`config.mk`:
```
export PLATFORM = sky130hd
export DESIGN_NAME = prei_md_buf_pp_flat
export DESIGN_NICKNAME = d
export VERILOG_FILES = /design/src/rtl/prei_md_buf_pp_pkg.sv /design/src/rtl/prei_md_buf_pp_if.sv /design/src/rtl/prei_md_buf_pp_ram.sv /design/src/rtl/prei_md_buf_pp.sv /design/src/flat_wrapper.sv
export SDC_FILE = /design/constraint.sdc
export NUM_CORES = 1
export LEC_CHECK = 0
export ABC_AREA = 1
export ABC_CLOCK_PERIOD_IN_PS = 7300
export BUFFER_PORTS_ARGS = -buffer_cell sky130_fd_sc_hd__buf_2
export CAP_MARGIN = 25
export CELL_PAD_IN_SITES_DETAIL_PLACEMENT = 0
export CELL_PAD_IN_SITES_GLOBAL_PLACEMENT = 2
export CORE_MARGIN = 4
export CORE_UTILIZATION = 45
export DETAILED_ROUTE_END_ITERATION = 8
export PLACE_DENSITY_LB_ADDON = 0.1
export SYNTH_ARGS = -nofsm -noshare
export SYNTH_HDL_FRONTEND = slang
export SYNTH_SLANG_ARGS = --single-unit
```
`constraint.sdc`:
```
create_clock -name clk -period 7.3 [get_ports clk]
set_clock_uncertainty 0.15 [all_clocks]
set_input_delay 0.365 -clock clk [delete_from_list [all_inputs] [get_ports clk]]
set_output_delay 0.365 -clock clk [all_outputs]
set_load 0.1 [all_outputs]
```
`src/rtl/prei_md_buf_pp_pkg.sv`:
```
// rtl/prei_md_buf_pp_pkg.sv - shared constants for the ping-pong mode-decision buffer
package prei_md_buf_pp_pkg;

  localparam int PREI_MD_DEPTH  = 85;
  localparam int PREI_MD_DAT_WD = 6;
  localparam int PREI_MD_RAM_WD = 8;
  localparam int PREI_MD_ADR_WD = $clog2(PREI_MD_DEPTH);

  function automatic logic adr_in_range(input logic [31:0] adr, input int depth);
    return adr < 32'(depth);
  endfunction

endpackage

```
`src/rtl/prei_md_buf_pp_if.sv`:
```
// rtl/prei_md_buf_pp_if.sv - producer/consumer handshake bundle for the mode-decision buffer
interface prei_md_buf_pp_if
  import prei_md_buf_pp_pkg::*;
#(
  parameter int ADR_WD = PREI_MD_ADR_WD,
  parameter int DAT_WD = PREI_MD_DAT_WD
);

  logic              wr_rdy_o;
  logic              wr_val_i;
  logic [ADR_WD-1:0] wr_adr_i;
  logic [DAT_WD-1:0] wr_dat_i;
  logic              wr_done_i;
  logic              rd_rdy_o;
  logic              rd_val_i;
  logic [ADR_WD-1:0] rd_adr_i;
  logic [DAT_WD-1:0] rd_dat_o;
  logic              rd_dat_vld_o;
  logic              rd_done_i;
  logic              err_o;

  modport master (
    input  wr_rdy_o, rd_rdy_o, rd_dat_o, rd_dat_vld_o, err_o,
    output wr_val_i, wr_adr_i, wr_dat_i, wr_done_i, rd_val_i, rd_adr_i, rd_done_i
  );

  modport slave (
    output wr_rdy_o, rd_rdy_o, rd_dat_o, rd_dat_vld_o, err_o,
    input  wr_val_i, wr_adr_i, wr_dat_i, wr_done_i, rd_val_i, rd_adr_i, rd_done_i
  );

endinterface

```
`src/rtl/prei_md_buf_pp_ram.sv`:
```
// rtl/prei_md_buf_pp_ram.sv - behavioural single-port RAM, low-active cen/wen/oen
module ram_1p #(
  parameter int Word_Width = 8,
  parameter int Addr_Width = 7
) (
  input  logic                  clk,
  input  logic                  cen,
  input  logic                  wen,
  input  logic                  oen,
  input  logic [Addr_Width-1:0] adr,
  input  logic [Word_Width-1:0] din,
  output logic [Word_Width-1:0] dout
);

  logic [Word_Width-1:0] mem [2**Addr_Width];
  logic [Word_Width-1:0] q;

  always_ff @(posedge clk) begin
    if (!cen) begin
      if (!wen) mem[adr] <= din;
      else      q        <= mem[adr];
    end
  end

  assign dout = oen ? '0 : q;

endmodule

```
`src/rtl/prei_md_buf_pp.sv`:
```
// rtl/prei_md_buf_pp.sv - two-bank ping-pong buffer of CTU partition modes
// Producer fills one bank while the consumer drains the other; full flags track ownership.
module prei_md_buf_pp
  import prei_md_buf_pp_pkg::*;
#(
  parameter int DEPTH  = PREI_MD_DEPTH,
  parameter int DAT_WD = PREI_MD_DAT_WD,
  parameter int RAM_WD = PREI_MD_RAM_WD,
  localparam int ADR_WD = $clog2(DEPTH)
) (
  input  logic              clk,
  input  logic              rst,
  prei_md_buf_pp_if.slave   bus
);

  logic [1:0]        full_q;
  logic              wr_bank;
  logic              rd_bank;
  logic              vld_q;
  logic              rd_sel_q;
  logic              err_q;
  logic [DAT_WD-1:0] hold_q;

  logic              wr_rdy;
  logic              rd_rdy;
  logic              wr_go;
  logic              rd_go;
  logic              err_ev;
  logic [DAT_WD-1:0] rd_dat;
  logic [RAM_WD-1:0] ram_q [2];

  assign wr_rdy = !full_q[wr_bank];
  assign rd_rdy =  full_q[rd_bank];

  assign wr_go = bus.wr_val_i && wr_rdy && adr_in_range(32'(bus.wr_adr_i), DEPTH);
  assign rd_go = bus.rd_val_i && rd_rdy && adr_in_range(32'(bus.rd_adr_i), DEPTH);

  assign err_ev = ((bus.wr_val_i || bus.wr_done_i) && !wr_rdy)
               || ((bus.rd_val_i || bus.rd_done_i) && !rd_rdy)
               || (bus.wr_val_i && !adr_in_range(32'(bus.wr_adr_i), DEPTH))
               || (bus.rd_val_i && !adr_in_range(32'(bus.rd_adr_i), DEPTH));

  // Done pulses target disjoint banks (one needs full, the other not-full), so both may fire.
  always_ff @(posedge clk or posedge rst) begin
    if (rst) begin
      full_q   <= 2'b00;
      wr_bank  <= 1'b0;
      rd_bank  <= 1'b0;
      vld_q    <= 1'b0;
      rd_sel_q <= 1'b0;
      err_q    <= 1'b0;
      hold_q   <= '0;
    end else begin
      if (bus.wr_done_i && wr_rdy) begin
        full_q[wr_bank] <= 1'b1;
        wr_bank         <= ~wr_bank;
      end
      if (bus.rd_done_i && rd_rdy) begin
        full_q[rd_bank] <= 1'b0;
        rd_bank         <= ~rd_bank;
      end
      vld_q <= rd_go;
      if (rd_go)  rd_sel_q <= rd_bank;
      if (vld_q)  hold_q   <= rd_dat;
      if (err_ev) err_q    <= 1'b1;
    end
  end

  for (genvar b = 0; b < 2; b++) begin : g_bank
    logic wr_hit;
    logic rd_hit;
    assign wr_hit = wr_go && (wr_bank == 1'(b));
    assign rd_hit = rd_go && (rd_bank == 1'(b));

    ram_1p #(
      .Word_Width (RAM_WD),
      .Addr_Width (ADR_WD)
    ) u_ram (
      .clk  (clk),
      .cen  (!(wr_hit || rd_hit)),
      .wen  (!wr_hit),
      .oen  (1'b0),
      .adr  (wr_hit ? bus.wr_adr_i : bus.rd_adr_i),
      .din  (RAM_WD'(bus.wr_dat_i)),
      .dout (ram_q[b])
    );
  end

  // RAM output only moves on a read, but the held copy gives a defined value after reset.
  assign rd_dat = vld_q ? ram_q[rd_sel_q][DAT_WD-1:0] : hold_q;

  assign bus.wr_rdy_o     = wr_rdy;
  assign bus.rd_rdy_o     = rd_rdy;
  assign bus.rd_dat_o     = rd_dat;
  assign bus.rd_dat_vld_o = vld_q;
  assign bus.err_o        = err_q;

endmodule

```
`src/flat_wrapper.sv`:
```
// flat-port wrapper written by rule: the top's interface ports become plain ports
module prei_md_buf_pp_flat import prei_md_buf_pp_pkg::*;
#(
  parameter int DEPTH  = PREI_MD_DEPTH,
  parameter int DAT_WD = PREI_MD_DAT_WD,
  parameter int RAM_WD = PREI_MD_RAM_WD,
  localparam int ADR_WD = $clog2(DEPTH)
)
  (clk, rst, bus_wr_rdy_o, bus_rd_rdy_o, bus_rd_dat_o, bus_rd_dat_vld_o, bus_err_o, bus_wr_val_i, bus_wr_adr_i, bus_wr_dat_i, bus_wr_done_i, bus_rd_val_i, bus_rd_adr_i, bus_rd_done_i);
  prei_md_buf_pp_if #(.DAT_WD(DAT_WD)) bus_i ();
  input  logic clk;
  input  logic rst;
  output wire logic [$bits(bus_i.wr_rdy_o)-1:0] bus_wr_rdy_o;
  output wire logic [$bits(bus_i.rd_rdy_o)-1:0] bus_rd_rdy_o;
  output wire logic [$bits(bus_i.rd_dat_o)-1:0] bus_rd_dat_o;
  output wire logic [$bits(bus_i.rd_dat_vld_o)-1:0] bus_rd_dat_vld_o;
  output wire logic [$bits(bus_i.err_o)-1:0] bus_err_o;
  input wire logic [$bits(bus_i.wr_val_i)-1:0] bus_wr_val_i;
  input wire logic [$bits(bus_i.wr_adr_i)-1:0] bus_wr_adr_i;
  input wire logic [$bits(bus_i.wr_dat_i)-1:0] bus_wr_dat_i;
  input wire logic [$bits(bus_i.wr_done_i)-1:0] bus_wr_done_i;
  input wire logic [$bits(bus_i.rd_val_i)-1:0] bus_rd_val_i;
  input wire logic [$bits(bus_i.rd_adr_i)-1:0] bus_rd_adr_i;
  input wire logic [$bits(bus_i.rd_done_i)-1:0] bus_rd_done_i;
  assign bus_wr_rdy_o = bus_i.wr_rdy_o;
  assign bus_rd_rdy_o = bus_i.rd_rdy_o;
  assign bus_rd_dat_o = bus_i.rd_dat_o;
  assign bus_rd_dat_vld_o = bus_i.rd_dat_vld_o;
  assign bus_err_o = bus_i.err_o;
  assign bus_i.wr_val_i = bus_wr_val_i;
  assign bus_i.wr_adr_i = bus_wr_adr_i;
  assign bus_i.wr_dat_i = bus_wr_dat_i;
  assign bus_i.wr_done_i = bus_wr_done_i;
  assign bus_i.rd_val_i = bus_rd_val_i;
  assign bus_i.rd_adr_i = bus_rd_adr_i;
  assign bus_i.rd_done_i = bus_rd_done_i;
  prei_md_buf_pp #(.DEPTH(DEPTH), .DAT_WD(DAT_WD), .RAM_WD(RAM_WD)) u_core (.clk(clk), .rst(rst), .bus(bus_i));
endmodule
```
==> impl_metrics.env, run 1 <==
export IMPL_crit_chain="inv_2, nand2_1, nand2_2, nor2_4, nand4_1, nand2_1, nand2_1, nor2_4, buf_4, nand3_1, nand4_1, nand2_1, nand2_1, nor2_1, nor2_1, nor2_1, nand2_1"
export IMPL_setup_tns_ps=0
export IMPL_hp_start="bus_wr_dat_i[2]"
export IMPL_die_w_um=397.4
export IMPL_cts_resized=0
export IMPL_clk_path_buf_depth=3
export IMPL_drc=0
export IMPL_first_iter_violations=2970
export IMPL_dr_pass1_iters=6
export IMPL_cp_slowest_cell="nor2_4"
export IMPL_syn_cell_area_um2=68240
export IMPL_area_growth_pct=13.91
export IMPL_ff2ff_path_depth=17
export IMPL_hold_path_class="input port to flop"
export IMPL_crit_required_ps=7800
export IMPL_critPathArrivalTime_ps=5300
export IMPL_root_buffer="clkbuf_16"
export IMPL_worstSetupPathType="flop to flop"
export IMPL_clk_latency_ps=790
export IMPL_synth_edf_count=1548
export IMPL_leakagePower_uw=0.03440
export IMPL_pwr_density_cell_nw_per_um2=294.0
export IMPL_status="complete, no violations"
export IMPL_cts_buffers=171
export IMPL_hpwl_um=98490
export IMPL_synthCells=6675
export IMPL_postSynthAreaPerCell_um2=10.22
export IMPL_grt_pass1_vias=42280
export IMPL_io_buffers=35
export IMPL_cap_violations=0
export IMPL_ys_ff_latch=1561
export IMPL_h_tree_depth=4
export IMPL_drive_gt1_share_pct=4.990
export IMPL_gp_congestion=0.8241
export IMPL_ys_flop_type="edfxtp_1"
export IMPL_worst_pin_slew_ps=1132
export IMPL_wire_per_inst_um=18.18
export IMPL_async_flop_share_pct=0.8328
export IMPL_top_level_ports=36
export IMPL_final_util_pct=51.71
export IMPL_grt_overflow=0
export IMPL_max_slew_margin_pct=24.00
export IMPL_crit_top_cell="nand2_1"
export IMPL_clk_pin_slew_worst_paths_ps=60
export IMPL_die_area_um2=157900
export IMPL_rsz0062_at_grt="no"
export IMPL_drv_slew=0
export IMPL_cp_top_family="simple AND/OR/NAND/NOR gates"
export IMPL_fin_crit_sh_pct=65.78
export IMPL_setup_viol_count_final=0
export IMPL_coreArea_um2=150300
export IMPL_finalHoldViolCount=0
export IMPL_fill_cells=13970
export IMPL_grt_total_usage_pct=21.68
export IMPL_viasPerCell=4.693
export IMPL_final_net_count=7220
export IMPL_ant_nets=0
export IMPL_yosysUniqueCellTypes=35
export IMPL_start_kind="flop"
export IMPL_fmax_mhz=208.3
export IMPL_grt_max_degree=188
export IMPL_critPathBufInv=2
export IMPL_r2r_setup_slack_ps=2500
export IMPL_grt_pass1_wl_um=258100
export IMPL_tritoncts="yes"
export IMPL_start_util_pct=45.40
export IMPL_hold_depth=1
export IMPL_reg2reg_to="u_core.g_bank[1].u_ram.q[4]"
export IMPL_antenna_found_initial=6
export IMPL_ys_warnings_count=0
export IMPL_critPathMaxFanout=40
export IMPL_rows=142
export IMPL_synth_seq_area_share_pct=68.60
export IMPL_r2r_start="u_core.wr_bank"
export IMPL_vias=43890
export IMPL_clock_sinks=1561
export IMPL_min_to="u_core.g_bank[0].u_ram.mem[54][2]"
export IMPL_wl_um=170000
export IMPL_critPathMaxStageDelay_ps=720
export IMPL_die_height_um=397.4
export IMPL_max_vdd_ir_drop_v=0.0003125
export IMPL_period_minus_slack_ps=4802
export IMPL_cp_end_kind="flop"
-- cells in the mapped netlist, types with 2 or more instances --
master | n | share of area (%)
or2_2 | 2 | 0.018
inv_2 | 4 | 0.022
or2_1 | 14 | 0.13
nand3_1 | 722 | 5.3
o21ai_1 | 120 | 0.88
buf_4 | 50 | 0.55
nor2_2 | 9 | 0.083
nor2_4 | 6 | 0.099
edfxtp_1 | 1548 | 68
o21ai_0 | 16 | 0.12
o21bai_1 | 2 | 0.022
nor2_1 | 319 | 1.8
clkbuf_1 | 30 | 0.17
buf_1 | 5 | 0.028
a31oi_1 | 12 | 0.11
nand2_1 | 1972 | 11
a21oi_1 | 6 | 0.044
dfrtp_1 | 13 | 0.48
o211ai_1 | 54 | 0.59
o21ai_2 | 2 | 0.026
inv_1 | 1486 | 8.2
buf_2 | 174 | 1.3
or2_0 | 8 | 0.073
buf_6 | 16 | 0.26
nand2_2 | 3 | 0.028
nand4_1 | 73 | 0.67
-- cell type report --
cell class                      count  area [um2]  area share (%)
Sequential cell                  1561       46810           60.23
Multi-Input combinational cell   3862       16280           20.95
Inverter                         1491        5599           7.204
Clock buffer                      220        4633           5.961
Tap cell                         2016        2522           3.245
Timing Repair Buffer              107        1069           1.375
Clock inverter                     94       807.0           1.038
Antenna cell                        1       2.502        0.003220
-- layer usage --
| layer | track usage, % | vias to the layer above | part of all wire (%) |
|---|---|---|---|
| met4 | 6.300 | 0 | 2.6 |
| met3 | 3.221 | 237 | 4.9 |
| met1 | 29.40 | 20980 | 45 |
| met2 | 36.39 | 916 | 48 |
| met5 | 0 | - | 0 |
| li1 | - | 21760 | - |
-- sequential cells by signal, indices dropped and copies added, names as in the netlist --
name / flops
u_core.wr_bank: 1
u_core.g_bank.u_ram.mem: 1536
u_core.rd_bank: 1
u_core.bus.err_o: 1
u_core.g_bank.u_ram.q: 12
u_core.hold_q: 6
u_core.bus.rd_dat_vld_o: 1
u_core.full_q: 2
u_core.rd_sel_q: 1
-- placed cells by master, fill, tap and decap left out, types with 14 or more instances in the layout --
cell       count
o21ai_0       16
edfxtp_1    1548
buf_2         29
nor2_1       316
inv_1       1486
nand2_1     1970
conb_1       516
clkbuf_16    179
nor2_4        15
clkbuf_1      41
or2_1         14
nand4_1       73
bufinv_16     14
o21ai_1      120
clkinv_2      33
buf_4         44
buf_12        14
nand3_1      722
o211ai_1      54
clkinv_1      41
-- kinds of logic after synthesis --
family / share of synthesized area (%)
AND/OR/NAND/NOR: 19.05
buffers and inverters: 10.51
flip-flops: 68.60
AO/OA/AOI/OAI: 1.817
XOR/XNOR: 0.01284
other: 0.005496
-- what timing repair did --
| action | 4_1_cts | 5_1_grt |
|---|---|---|
| endpoints found under the hold margin | 69 | 0 |
| hold buffers | 7 | 0 |
| setup buffers | 0 | 0 |
-- report_power, final --
part           internal (uW)  total, uW  leakage (uW)  switching, uW
logic                    948       4130        0.0173           3180
clock network           4950       8410       0.00268           3460
registers              10200      10300        0.0145            111
-- worst max path at each step --
| stage | from | cells past startpoint | to |
|---|---|---|---|
| 4_1_cts | u_core.wr_bank | 18 | u_core.g_bank[1].u_ram.q[1] |
| 3_3_place_gp | u_core.wr_bank | 17 | u_core.g_bank[1].u_ram.q[1] |
| 5_1_grt | u_core.wr_bank | 18 | u_core.g_bank[0].u_ram.q[2] |
| 3_5_place_dp | u_core.wr_bank | 18 | u_core.g_bank[1].u_ram.q[1] |
| 6_report | u_core.wr_bank | 17 | u_core.g_bank[1].u_ram.q[4] |
| 2_1_floorplan | u_core.bus.rd_dat_vld_o | 3 | bus_rd_dat_o[1] |
-- through the flow --
stage	power, uW	std cells	hold WS, ps	area, um2	worst slack, ps
floorplan	13130	7190	91.96	70170	3934
global placement	14660	9020	359.2	72000	2495
detailed placement	14680	9026	350.5	72130	2442
CTS	23130	9347	28.99	77640	2461
global route	23930	9351	62.46	77720	2229
finish	22850	9352	67.87	77720	2498
Power figures use the tool's default switching activity.
==> inputs of run 2 (changes only) <==
--- a/config.mk
+++ b/config.mk
@@ -5,14 +5,14 @@
 export SDC_FILE = /design/constraint.sdc
 export NUM_CORES = 1
 export LEC_CHECK = 0
-export ABC_AREA = 1
-export ABC_CLOCK_PERIOD_IN_PS = 7300
+export ABC_AREA = 0
+export ABC_CLOCK_PERIOD_IN_PS = 4200
 export BUFFER_PORTS_ARGS = -buffer_cell sky130_fd_sc_hd__buf_2
 export CAP_MARGIN = 25
 export CELL_PAD_IN_SITES_DETAIL_PLACEMENT = 0
 export CELL_PAD_IN_SITES_GLOBAL_PLACEMENT = 2
 export CORE_MARGIN = 4
-export CORE_UTILIZATION = 45
+export CORE_UTILIZATION = 41
 export DETAILED_ROUTE_END_ITERATION = 8
 export PLACE_DENSITY_LB_ADDON = 0.1
 export SYNTH_ARGS = -nofsm -noshare
==> constraint.sdc (replaced) <==
create_clock -name clk -period 4.2 [get_ports clk]
set_clock_uncertainty 0.15 [all_clocks]
set_input_delay 0.21 -clock clk [delete_from_list [all_inputs] [get_ports clk]]
set_output_delay 0.21 -clock clk [all_outputs]
set_load 0.1 [all_outputs]
==> run 2 against run 1 <==
Compared with the run above:
- the run now ends with negative hold slack left
- fmax increased by 18%
- critical path depth fell by 6
- area after synthesis down 5.7%
- sequential power grew 74%
- design area down 2.3%
- sequential share of layout area up 1.4 points
- first-iteration DRC count increased by 51%
- combinational power up 31%
==> impl_metrics.env, run 2 <==
export IMPL_dr_pass1_iters=5
export IMPL_start_kind="flop"
export IMPL_synth_top_area_cell="edfxtp_1"
export IMPL_crit_required_ps=4590
export IMPL_yosysMostFrequentCell="edfxtp_1"
export IMPL_critPathMaxFanout=53
export IMPL_h_tree_depth=4
export IMPL_mostFrequentLayoutCells="1548 x edfxtp_1, 785 x a21oi_1, 775 x nand3_1"
export IMPL_die_w_um=404.1
export IMPL_ys_top_cells_by_area="edfxtp_1 72%, a21oi_1 6.1%, nand3_1 6.0%"
export IMPL_hold_path_class="input port to flop"
export IMPL_first_iter_violations=4489
export IMPL_pwr_density_cell_nw_per_um2=493.1
export IMPL_root_buffer="clkbuf_16"
export IMPL_fin_worst_hold_slack_ps=-39.05
export IMPL_grt_pass1_vias=43170
export IMPL_comb_power_share_pct=14.4
export IMPL_rsz0062_at_grt="no"
export IMPL_grt_overflow=0
export IMPL_worstSetupPathType="flop to flop"
export IMPL_synthTopCellsByCount="1548 x edfxtp_1, 785 x a21oi_1, 775 x nand3_1"
export IMPL_die_height_um=404.1
export IMPL_final_util_pct=48.67
export IMPL_cap_violations=0
export IMPL_cp_slowest_cell="o41ai_1"
export IMPL_cp_end_kind="flop"
export IMPL_coreArea_um2=156000
export IMPL_async_flop_share_pct=0.8328
export IMPL_clk_latency_ps=800
export IMPL_area_growth_pct=18.05
export IMPL_clk_pin_slew_worst_paths_ps=60
export IMPL_wire_per_inst_um=25.29
export IMPL_hold_depth=1
export IMPL_final_net_count=5560
export IMPL_io_buffers=35
export IMPL_p_sw_share_pct=27.49
export IMPL_crit_chain="and2b_1, nand3_1, nand2b_4, buf_12, buf_4, buf_4, nand3_1, a21oi_1, o41ai_1, a41oi_1, a2111o_1"
export IMPL_vias=44380
export IMPL_cts_buffers=172
export IMPL_top_regs="u_core.g_bank.u_ram.mem (1536), u_core.g_bank.u_ram.q (12), u_core.hold_q (6)"
export IMPL_status="complete, but fails checks"
export IMPL_yosysUniqueCellTypes=47
export IMPL_ys_ff_latch=1561
export IMPL_grt_max_degree=125
export IMPL_leakagePower_uw=0.02497
export IMPL_pwr_share_seq_pct=47.8
export IMPL_p_switching_uw=10300
export IMPL_max_slew_margin_pct=33.64
export IMPL_clk_path_buf_depth=3
export IMPL_drv_slew=0
export IMPL_syn_cell_area_um2=64330
export IMPL_ant_nets=0
export IMPL_max_vdd_ir_drop_v=0.0005166
export IMPL_ys_flop_type="edfxtp_1"
export IMPL_synth_seq_area_share_pct=72.77
export IMPL_finalHoldViolCount=26
export IMPL_fmax_mhz=245.2
export IMPL_fin_crit_sh_pct=97.12
export IMPL_clock_sinks=1561
export IMPL_synth_top_area_share_pct=72.26
export IMPL_clkPwrFrac_pct=37.8
export IMPL_antenna_found_initial=4
export IMPL_final_common_cell="edfxtp_1"
export IMPL_gp_congestion=0.8207
export IMPL_postSynthAreaPerCell_um2=13.03
export IMPL_top_level_ports=36
export IMPL_worst_pin_slew_ps=995.4
export IMPL_drive_gt1_share_pct=10.97
export IMPL_grt_pass1_wl_um=290300
export IMPL_ys_warnings_count=0
export IMPL_viasPerCell=5.742
export IMPL_drc=0
export IMPL_grt_total_usage_pct=23.50
export IMPL_synthCells=4936
export IMPL_setup_viol_count_final=0
export IMPL_die_area_um2=163300
export IMPL_synth_edf_count=1548
export IMPL_tritoncts="yes"
export IMPL_start_util_pct=41.23
export IMPL_placed_cells=7400
export IMPL_internal_power_uw=27150
export IMPL_largest_register="u_core.g_bank.u_ram.mem"
export IMPL_largest_reg_flops=1536
export IMPL_hpwl_um=113300
export IMPL_period_minus_slack_ps=4079
export IMPL_critPathArrivalTime_ps=4470
export IMPL_critPathMaxStageDelay_ps=700
export IMPL_fin_cells=7729
export IMPL_ff2ff_path_depth=11
export IMPL_violations="negative hold slack"
export IMPL_wl_um=195500
export IMPL_rows=145
-- run 2: area by class of cell --
class	count	area (um2)
Clock buffer	228	4606
Antenna cell	2	5.005
Clock inverter	81	598.1
Sequential cell	1561	46810
Tap cell	2058	2575
Inverter	8	30.03
Timing Repair Buffer	374	3595
Fill cell	14080	80090
Multi-Input combinational cell	3417	17720
-- run 2: power groups by stage --
stage | clock (uW) | sequential [uW] | combinational, uW
2_1_floorplan | 0 | 18100 | 3020
3_3_place_gp | 0 | 18200 | 5350
3_5_place_dp | 0 | 18200 | 5350
4_1_cts | 14500 | 17900 | 5400
5_1_grt | 15200 | 17900 | 5840
6_report | 14100 | 17900 | 5410
-- run 2: worst max-delay path, delay by kind of cell (launching register included) --
family                 cells  cell delay, ps
AOI/OAI and AO/OA          4            1420
DFF                        1             460
buffers and inverters      3             720
and+or+nand+nor            4            1000
-- run 2: cell families (layout without fill, tap and decap cells) --
group / Yosys count / after routing / synth area share (%)
mux: 25 / 25 / 0.4785
buf+inv: 473 / 691 / 3.040
compound gates: 1828 / 1828 / 15.82
flops: 1561 / 1561 / 72.77
other cells: 1 / 518 / 0.005830
simple gates: 1048 / 1048 / 7.885
-- run 2: final timing paths --
kind                                  start                           endpoint  slack (ps)
min in group asynchronous               rst                   u_core.hold_q[4]         610
setup reg to reg           u_core.full_q[1]        u_core.g_bank[1].u_ram.q[3]         120
setup / recovery           u_core.full_q[1]        u_core.g_bank[1].u_ram.q[3]         120
max in group asynchronous               rst                   u_core.full_q[0]        2780
hold reg to reg            u_core.hold_q[5]                   u_core.hold_q[5]         370
hold / removal              bus_wr_dat_i[4]  u_core.g_bank[1].u_ram.mem[98][4]         -40
-- run 2: routing by layer --
layer | wire, um | track usage (%) | vias to the layer above
li1 | - | - | 20000
met1 | 90950 | 35.65 | 22770
met2 | 88740 | 35.62 | 1366
met3 | 11670 | 3.650 | 242
met4 | 4098 | 5.643 | 4
met5 | 27 | 0 | -
-- run 2: repair_timing --
action                                 in CTS  in global routing
hold buffers                               15                  0
cloned                                      0                  1
pin swaps                                   0                  1
gates resized for setup                     3                  7
setup endpoints to repair                   2                  5
endpoints found under the hold margin     216                  0
setup buffers                               0                  2
-- run 2: metrics by stage --
step | power, uW | TNS [ps] | area [um2] | setup WS (ps)
floorplan | 21150 | 0 | 66260 | 1056
global placement | 23550 | -2363 | 70480 | -842.7
detailed placement | 23560 | -193.2 | 70500 | -90.67
CTS | 37770 | 0 | 75860 | 17.10
global route | 38920 | 0 | 75930 | 5.210
finish | 37450 | 0 | 75940 | 120.9
